===== src/rtl/flash_rd_arbiter.sv =====
// Shares one QSPI flash line-reader between the instruction-fetch (m0) and
// data-fetch (m1) cache front-ends, one burst at a time.
module flash_rd_arbiter #(
  parameter int AW      = 24,
  parameter int LW      = 4,
  parameter int PRIO_M0 = 0
) (
  input  logic          HCLK,
  input  logic          HRESET,
  input  logic          m0_req,
  input  logic [AW-1:0] m0_addr,
  input  logic [LW-1:0] m0_len,
  output logic          m0_gnt,
  output logic          m0_rvalid,
  output logic          m0_done,
  input  logic          m1_req,
  input  logic [AW-1:0] m1_addr,
  input  logic [LW-1:0] m1_len,
  output logic          m1_gnt,
  output logic          m1_rvalid,
  output logic          m1_done,
  output logic [31:0]   rdata,
  output logic          fr_start,
  output logic [AW-1:0] fr_addr,
  output logic [LW-1:0] fr_len,
  input  logic          fr_busy,
  input  logic [31:0]   fr_rdata,
  input  logic          fr_rvalid,
  input  logic          fr_done,
  output logic          owner,
  output logic          busy,
  output logic          err
);

  typedef enum logic [1:0] {IDLE, START, XFER} state_t;

  state_t      state, state_nxt;
  logic [LW:0] beat_cnt, beat_tgt, beat_end;
  logic        accept, pick_m1, beat_ok, beat_over, xfer_done;

  assign accept = (state == IDLE) && (m0_req || m1_req) && !fr_busy;

  // A contested round-robin slot goes to the port that did not own the last burst.
  assign pick_m1 = (PRIO_M0 != 0)        ? !m0_req :
                   (m0_req && m1_req)    ? !owner  : m1_req;

  assign beat_tgt  = {1'b0, fr_len} + {{LW{1'b0}}, 1'b1};
  assign beat_ok   = (state == XFER) && fr_rvalid && (beat_cnt != beat_tgt);
  assign beat_over = (state == XFER) && fr_rvalid && (beat_cnt == beat_tgt);
  assign xfer_done = (state == XFER) && fr_done;
  assign beat_end  = beat_cnt + {{LW{1'b0}}, beat_ok};
  assign rdata     = fr_rdata;

  always_ff @(posedge HCLK or posedge HRESET) begin
    if (HRESET) state <= IDLE;
    else        state <= state_nxt;
  end

  always_comb begin
    state_nxt = state;
    case (state)
      IDLE:    if (accept)   state_nxt = START;
      START:   if (!fr_busy) state_nxt = XFER;
      XFER:    if (fr_done)  state_nxt = IDLE;
      default:               state_nxt = IDLE;
    endcase
  end

  always_comb begin
    fr_start  = 1'b0;
    m0_rvalid = 1'b0;
    m1_rvalid = 1'b0;
    m0_done   = 1'b0;
    m1_done   = 1'b0;
    busy      = (state != IDLE);
    case (state)
      START: fr_start = !fr_busy;
      XFER: begin
        m0_rvalid = beat_ok && !owner;
        m1_rvalid = beat_ok && owner;
        m0_done   = fr_done && !owner;
        m1_done   = fr_done && owner;
      end
      default: ;
    endcase
  end

  // Owner resets to m1 so that m0 wins the first contested round-robin slot.
  always_ff @(posedge HCLK or posedge HRESET) begin
    if (HRESET) begin
      owner    <= 1'b1;
      fr_addr  <= '0;
      fr_len   <= '0;
      beat_cnt <= '0;
      err      <= 1'b0;
      m0_gnt   <= 1'b0;
      m1_gnt   <= 1'b0;
    end else begin
      m0_gnt <= accept && !pick_m1;
      m1_gnt <= accept && pick_m1;
      if (accept) begin
        owner    <= pick_m1;
        fr_addr  <= pick_m1 ? m1_addr : m0_addr;
        fr_len   <= pick_m1 ? m1_len : m0_len;
        beat_cnt <= '0;
      end else if (beat_ok) begin
        beat_cnt <= beat_end;
      end
      if (beat_over || (xfer_done && (beat_end != beat_tgt)))
        err <= 1'b1;
    end
  end

endmodule


===== config.mk =====
export PLATFORM = sky130hd
export DESIGN_NAME = flash_rd_arbiter
export DESIGN_NICKNAME = d
export VERILOG_FILES = /design/src/rtl/flash_rd_arbiter.sv
export SDC_FILE = /design/constraint.sdc
export NUM_CORES = 1
export LEC_CHECK = 0
export ABC_CLOCK_PERIOD_IN_PS = 3300
export CORE_ASPECT_RATIO = 0.8
export CORE_MARGIN = 2
export CORE_UTILIZATION = 33
export DETAILED_ROUTE_END_ITERATION = 7
export GPL_ROUTABILITY_DRIVEN = 0
export PLACE_DENSITY_LB_ADDON = 0.08
export SYNTH_ARGS = -nofsm -noshare
export SYNTH_HDL_FRONTEND = slang
export SYNTH_SLANG_ARGS = --single-unit

===== constraint.sdc =====
create_clock -name HCLK -period 3.3 [get_ports HCLK]
set_input_delay 0.33 -clock HCLK [delete_from_list [all_inputs] [get_ports HCLK]]
set_output_delay 0.33 -clock HCLK [all_outputs]
set_load 0.005 [all_outputs]

# Yosys cells after proc, flatten, opt, wreduce, memory -nomap -nowiden
# Cells that the tools add are included.
[word_totals]
wordCells = 55
ff_bits = 39
inputBits = 95
out_inout_bits = 70
[op_classes]
n_mux = 14
addsub = 2
eq_ne = 8
n_reduce_logical = 23
[op_table]
columns = ["operator", "count"]
rows = [
  ["two-way mux 24 bit", 1],
  ["logical AND 1 bit", 14],
  ["two-way mux 5 bit", 2],
  ["inequality test 5 bit", 2],
  ["two-way mux 1 bit", 6],
  ["two-way mux 2 bit", 3],
  ["inequality test 2 bit, second input constant", 3],
  ["case mux 2 bit (3 select lines)", 1],
  ["adder 4 x 1 -> 5 bit, second input constant", 1],
  ["adder 5 x 1 -> 5 bit", 1],
  ["== test 5 bit", 1],
  ["two-way mux 4 bit", 1],
  ["nonzero test 2 bit", 2],
  ["logical NOT 1 bit", 3],
  ["AND reduction 3 bit", 1],
  ["== test 2 x 1 -> 1 bit, second input constant", 1],
  ["== test 2 bit, second input constant", 1],
  ["logical NOT 2 bit", 1],
  ["logical OR 1 bit", 2],
]

# Logic depth before layout (Yosys ltp)
# Gate-level depths: netlist (run 1).
[depth]
ltp_word = 7
mapped_depth = 11
ltp_nobuf = 11

# Worst setup path after synthesis (run 1)
# Ideal clock, no wire load.
[synth_path]
kind = "reg2reg"
start = "reg fr_len[0]"
end = "reg err"
path_buffers = 0
path_stages_with_launch = 12
setup_ns = 0.139
slack_ns = 0.553
synth_period_minus_slack_ns = 2.747
required_ns = 3.161
arrival_ns = 2.608
path_cell_list = "dfrtp_1 ha_1 xor2_1 xnor2_1 a41oi_4 ha_1 ha_1 nand3_1 xor2_1 xor2_1 nor4b_1 o221ai_1"
[synth_via]
elab_chain_cells = 7
word_cells_on_any_way = 9
classes_between = "add/sub: 2; eq/ne: 3; reduce/logical: 4"
[synth_lines]
columns = ["element", "line", "source"]
rows = [
  ["start, declared", "25", "output logic [LW-1:0] fr_len,"],
  ["start signal, assigned", "104", "fr_len <= pick_m1 ? m1_len : m0_len;"],
  ["adder 4 x 1 -> 5 bit (*)", "47", "assign beat_tgt = {1'b0, fr_len} + {{LW{1'b0}}, 1'b1};"],
  ["inequality test 5 bit", "48", "assign beat_ok = (state == XFER) && fr_rvalid && (beat_cnt != beat_tgt);"],
  ["logical AND 1 bit", "48", ""],
  ["adder 5 x 1 -> 5 bit", "51", "assign beat_end = beat_cnt + {{LW{1'b0}}, beat_ok};"],
  ["inequality test 5 bit", "109", "if (beat_over || (xfer_done && (beat_end != beat_tgt)))"],
  ["logical AND 1 bit", "109", ""],
  ["logical OR 1 bit (*)", "109", ""],
  ["end signal, assigned", "95", "err <= 1'b0;"],
  ["end signal, assigned", "110", "err <= 1'b1;"],
  ["end, declared", "32", "output logic err"],
]
# Mark *: on every way between the ends. The rest lies on a longest branch, timed or not.
# A chain may end at the register's enable or synchronous reset.

# Worst setup path after layout (run 1)
# Ends and elaborated chain as after synthesis.

==> summary.md, run 1 <==
| Metric | Value |
|---|---|
| PortBufs | 100 |
| Cell-internal power | 0.00157 W |
| Top cell family by delay on the critical path | XOR/XNOR gates |
| Antenna Cells | 0 |
| Max_slew headroom | 0.559 |
| Final setup viols | 0 |
| Final Hold Viols | 0 |
| Initial DRC count | 166 |
| FF-to-FF setup slack | 260 ps |
| Commonest non-fill, non-tap cell in the layout | clkdlybuf4s50_1 |
| Clock share of power | 0.179 |
| CP max stage delay | 460 ps |
| CTS tree | built |
| RSZ-0062 raised after global routing | no |
| Gate power share | 0.466 |
| Area growth, synth to finish | 46.8% |
| Vias in the first global route | 1,722 |
| FMAX | 329 MHz |
| Placed Cells incl. Taps | 341 |
| Main flop type after synthesis | dfrtp_1 |
| Netlist Area Pre-Place | 2080 um2 |
| Startpoint Class | flop |
| GRT busiest layer | met2 |
| CP Class | flop to flop |
| Fill cells | 568 |
| Setup repair bufs after CTS | 0 |
| Met3 Usage GRT | 0.0651 |
| Sequential area share after synthesis | 0.469 |
| Crit path buf inv count | 0 |
| Cells after synthesis | 197 |
| Number of synthesized flops with an enable pin | 0 |
| Initial antenna violation count | 0 |
| Fin nets | 365 |
| CP max-delay cell | dfrtp_1 |
| Reg clk slew, reported paths | 80 ps |
| CTS sink count | 39 |
| Initial Util | 0.347 |
| WP data arrival | 3200 ps |
| Setup TNS | 0 ps |
| Most frequent cells in the layout | clkdlybuf4s50_1, dfrtp_1, inv_1 |
| Yosys reg bits | 39 |
| Max Cap Viol | 0 |
| Global-route wire length before repair | 8480 um |
| Synth unique cells | 30 |
| WL per Instance | 16.1 um |
| Num rows | 25 |
| Yosys warnings | 0 |
| Final Non-Filler Cells | 349 |
| DIE WIDTH | 92.8 um |
| Slew @ Worst Pin | 661 ps |
| HP Class | input port to async pin |
| Clk_lat worst skew | 290 ps |
| Vias per cell | 4.85 |
| GR Util met2 | 0.231 |
| Worst EP required | 3460 ps |
| Max Slew Vio Count | 0 |
| Num CTS Buffers | 5 |
| Power Density | 756 nW/um2 |
| # IOs | 165 |
| Sequential cell area | 977 um2 |
| First drt pass iteration count | 8 |
| Post-CTS Hold Fix Bufs | 0 |
| GRT met1 Usage | 0.202 |
| Share of post-route cells with drive strength above 1 | 0.0672 |
| Die area | 6960 um2 |
| Total wire length | 5620 um |
| Syn Area/Cell | 10.6 um2 |
| Die Ht | 75.0 um |
| Core area | 6010 um2 |
| Status | complete, no violations |
| Tcrit/Tclk final | 0.922 |
| Clk_skew | 8.96 ps |
| Post-detail-place hpwl | 4080 um |
| Gr ovfl total | 0 |
| ANT nets after route | 0 |
| Max FO, Critical Path | 10 |
| Clk buf depth | 2 |
| Via count | 1,694 |
| Sequential Power Share | 0.356 |
| Root buffer cell | clkbuf_8 |
| Post-route minimum period | 3040 ps |
| Multi-input gate area | 712 um2 |
| Ys async rst share | 1.00 |
| CP cell instances | ha_1 -> xor2_1 -> xnor2_1 -> a41oi_4 -> ha_1 -> ha_1 -> nand3_1 -> xor2_1 -> xor2_1 -> nor4b_1 -> o221ai_1 |
| Residual DRC | 0 |
| Total GRT Usage | 0.156 |
| Switching share of total power | 0.319 |
| Post-CTS sizing | 0 |
| Peak supply drop | 0.000287 V |
| Switch Pwr | 0.000737 W |
| Leakage | 1.41 nW |
| Crit. End Element | flop |
| Htree depth | 2 |
| Syn Nets | 295 |
| Largest net degree at the start of global routing | 38 |
layer usage:
layer  up-vias  share of wire  routed length (um)
met5         -              0                   0
met3        29           0.12                 658
met1       763           0.44                2480
met4         0          0.025                 139
met2        95           0.42                2350
li1        807              -                   -
synthesized netlist by cell type (2+ instances only):
master    count  area share
dfrtp_1      38        0.46
buf_4        33        0.12
inv_1        31       0.056
a222oi_1     28        0.13
nand2_1      13       0.023
xor2_1        7       0.029
clkbuf_1      6       0.011
xnor2_1       6       0.025
ha_1          3       0.018
mux2i_1       3       0.014
nand3_1       3      0.0072
a21o_1        2      0.0072
a21oi_1       2      0.0048
and3_1        2      0.0060
buf_2         2      0.0048
nor2_1        2      0.0036
nor2b_1       2      0.0060
o21ai_0       2      0.0048
stage by stage:
step | power, W | hold WS [ps] | area [um2] | utilization | setup slack, ps
3_5_place_dp | 0.00191 | 472 | 2940 | 0.489 | 297
4_1_cts | 0.00234 | 191 | 3060 | 0.509 | 275
5_1_grt | 0.00248 | 213 | 3060 | 0.509 | 70.6
3_3_place_gp | 0.00192 | 464 | 2940 | 0.489 | 381
6_report | 0.00231 | 199 | 3060 | 0.509 | 256
2_1_floorplan | 0.00135 | 449 | 2080 | - | 553
path summary, 6_finish.rpt:
kind,depth (start not counted),end,from
max in group asynchronous,3,owner$_DFFE_PP1P_,HRESET
worst min-delay path,2,fr_addr[17]$_DFFE_PP0P_,HRESET
worst min register to register,1,state[0]$_DFFE_PP0P_,state[1]$_DFFE_PP0P_
worst max-delay path,11,err$_DFFE_PP0P_,fr_len[0]$_DFFE_PP0P_
min in group HCLK,1,state[0]$_DFFE_PP0P_,state[1]$_DFFE_PP0P_
worst max register to register,11,err$_DFFE_PP0P_,fr_len[0]$_DFFE_PP0P_
cells by family (layout without fill, tap and decap cells):
family,count (synthesis),after routing,synth area share
xor+xnor,14,14,0.0655
fa+ha+maj,3,3,0.0180
buf+inv,72,143,0.191
flops,39,39,0.469
mux,3,3,0.0144
compound gates,37,37,0.173
simple gates,29,29,0.0691
layout make-up:
type                       instances  area share
clock buffer                       6      0.0270
timing repair buffer             104       0.337
clock inverter                     2      0.0115
tap                               81      0.0332
sequential                        39       0.320
inverter                          31      0.0381
multi-input combinational         86       0.233
sequential cells by signal, indices dropped and copies added, names as in the netlist:
register / flops
fr_addr: 24
m0_gnt: 1
m1_gnt: 1
beat_cnt: 5
err: 1
state: 2
fr_len: 4
owner: 1
power by group through the flow:
stage | sequential, W | clock, W | combinational [W]
6_report | 0.000822 | 0.000413 | 0.00108
3_5_place_dp | 0.000824 | 0 | 0.00109
5_1_grt | 0.000849 | 0.000448 | 0.00118
3_3_place_gp | 0.000824 | 0 | 0.00110
2_1_floorplan | 0.000819 | 0 | 0.000532
4_1_cts | 0.000824 | 0.000427 | 0.00109
(Power assumes the default switching activity.)
==> inputs of run 2 (changes only) <==
- CTS_CLUSTER_DIAMETER: not set -> 60
- MAX_ROUTING_LAYER: not set -> met4
==> run 2 against run 1 <==
  * Core utilization unchanged
  * Routed wire length decreased by 0.18%
  * Fmax decreased by 0.13%
  * Clock power about the same
  * First-iteration DRC count increased by 9.0%
  * Critical path type unchanged
  * Critical endpoint unchanged
  * Largest cell class unchanged
  * Highest routed layer unchanged
==> summary.md, run 2 (synthesis results as in run 1) <==
| Metric | Value |
|---|---|
| Status | complete, no violations |
| CTS sink count | 39 |
| PortBufs | 100 |
| Top sig layer | met4 |
| Htree depth | 2 |
| Vias in the first global route | 1,721 |
| WP data arrival | 3200 ps |
| Core area | 6010 um2 |
| Vias per cell | 4.87 |
| Commonest non-fill, non-tap cell in the layout | clkdlybuf4s50_1 |
| Post-CTS Hold Fix Bufs | 0 |
| Max_slew headroom | 0.575 |
| Dpl ws | 297 ps |
| Gr ovfl total | 0 |
| Setup ws final | 252 ps |
| Initial DRC count | 181 |
| Total power | 0.00231 W |
| Post-detail-place hpwl | 4080 um |
| RR Startpoint | fr_len[0]$_DFFE_PP0P_ |
| Setup TNS | 0 ps |
| Met2 Routed Length | 2350 um |
| Setup repair bufs after CTS | 0 |
| Residual DRC | 0 |
| Final Hold Viols | 0 |
| Max Cap Viol | 0 |
| Total wire length | 5610 um |
| Largest net degree at the start of global routing | 38 |
| Clk_skew | 7.23 ps |
| Max Slew Vio Count | 0 |
| Clk_lat worst skew | 290 ps |
| Power Density | 757 nW/um2 |
| Total GRT Usage | 0.161 |
| Root buffer cell | clkbuf_8 |
| Global-route wire length before repair | 8490 um |
| HP Class | input port to async pin |
| WL per Instance | 16.1 um |
| Leakage | 1.41 nW |
| Antenna Cells | 0 |
| Clk buf depth | 2 |
| Num rows | 25 |
| FMAX | 328 MHz |
| Biggest regs | fr_addr (24), beat_cnt (5), fr_len (4) |
| Largest register FFs | 24 |
| Die area | 6960 um2 |
| R2R depth | 11 |
| Crit. End Element | flop |
| Initial antenna violation count | 0 |
| Worst Hold Slack | 198 ps |
| Slew @ Worst Pin | 638 ps |
| Die Ht | 75.0 um |
| Top reg by flops | fr_addr |
| Fin nets | 365 |
| Most frequent cells in the layout | clkdlybuf4s50_1, dfrtp_1, inv_1 |
| CP Class | flop to flop |
| Post-CTS sizing | 0 |
| Routed length on met3 | 588 um |
| First drt pass iteration count | 5 |
| RSZ-0062 raised after global routing | no |
| Initial Util | 0.347 |
| Num CTS Buffers | 5 |
| Peak supply drop | 0.000287 V |
| RR Endpoint | err$_DFFE_PP0P_ |
| Worst EP required | 3450 ps |
| CTS tree | built |
| Tcrit/Tclk final | 0.924 |
| Area growth, synth to finish | 46.8% |
| # IOs | 165 |
| Final setup viols | 0 |
| DIE WIDTH | 92.8 um |
| Share of post-route cells with drive strength above 1 | 0.0672 |
| FF-to-FF setup slack | 250 ps |
| Post-route minimum period | 3050 ps |
| DRT met1 WL | 2540 um |
| Reg clk slew, reported paths | 80 ps |
| Max FO, Critical Path | 10 |
| Startpoint Class | flop |
| Via count | 1,701 |
| ANT nets after route | 0 |
## run 2: worst max path at each step
stage / startpoint / end / slack (ps) / depth (start not counted)
CTS: fr_len[0]$_DFFE_PP0P_ / err$_DFFE_PP0P_ / 280 / 11
floorplan: fr_len[0]$_DFFE_PP0P_ / err$_DFFE_PP0P_ / 550 / 11
detailed placement: fr_len[0]$_DFFE_PP0P_ / err$_DFFE_PP0P_ / 300 / 11
finish: fr_len[0]$_DFFE_PP0P_ / err$_DFFE_PP0P_ / 250 / 11
global placement: fr_len[0]$_DFFE_PP0P_ / err$_DFFE_PP0P_ / 380 / 11
global route: fr_len[0]$_DFFE_PP0P_ / err$_DFFE_PP0P_ / 70 / 11
## run 2: cell type report
type | count | area, um2
Fill cell | 568 | 2950
Tap cell | 81 | 101
Inverter | 31 | 116
Clock inverter | 2 | 35.0
Timing Repair Buffer | 104 | 1030
Multi-Input combinational cell | 86 | 712
Clock buffer | 6 | 82.6
Sequential cell | 39 | 977
## run 2: layer usage
metal	global-route usage	up-vias
met3	0.0571	31
met5	-	-
met4	0.0686	0
li1	-	808
met2	0.231	90
met1	0.207	772
## run 2: worst max-delay path: stages (launching register included)
cell	delay [ps]
dfrtp_1	460
ha_1	250
xor2_1	160
xnor2_1	380
a41oi_4	270
ha_1	270
ha_1	220
nand3_1	110
xor2_1	210
xor2_1	90
nor4b_1	340
o221ai_1	150
## run 2: where the power goes
part | total, W | internal (W) | switching, W
sequential | 0.000822 | 0.000675 | 0.000146
clock | 0.000414 | 0.000245 | 0.000169
combinational | 0.00108 | 0.000654 | 0.000422
total | 0.00231 | 0.00157 | 0.000738
## run 2: metrics by stage
step                      std cells  utilization  instance area [um2]
final                           349        0.509                 3060
after CTS                       349        0.509                 3060
after detailed placement        341        0.489                 2940
after floorplan                 197            -                 2080
after global placement          341        0.489                 2940
after global routing            349        0.509                 3060
==> inputs of run 3 (changes only) <==
- TNS_END_PERCENT: not set -> 100
==> results of run 3 <==
Final layout, timing and power as in run 2 (identical DEF).
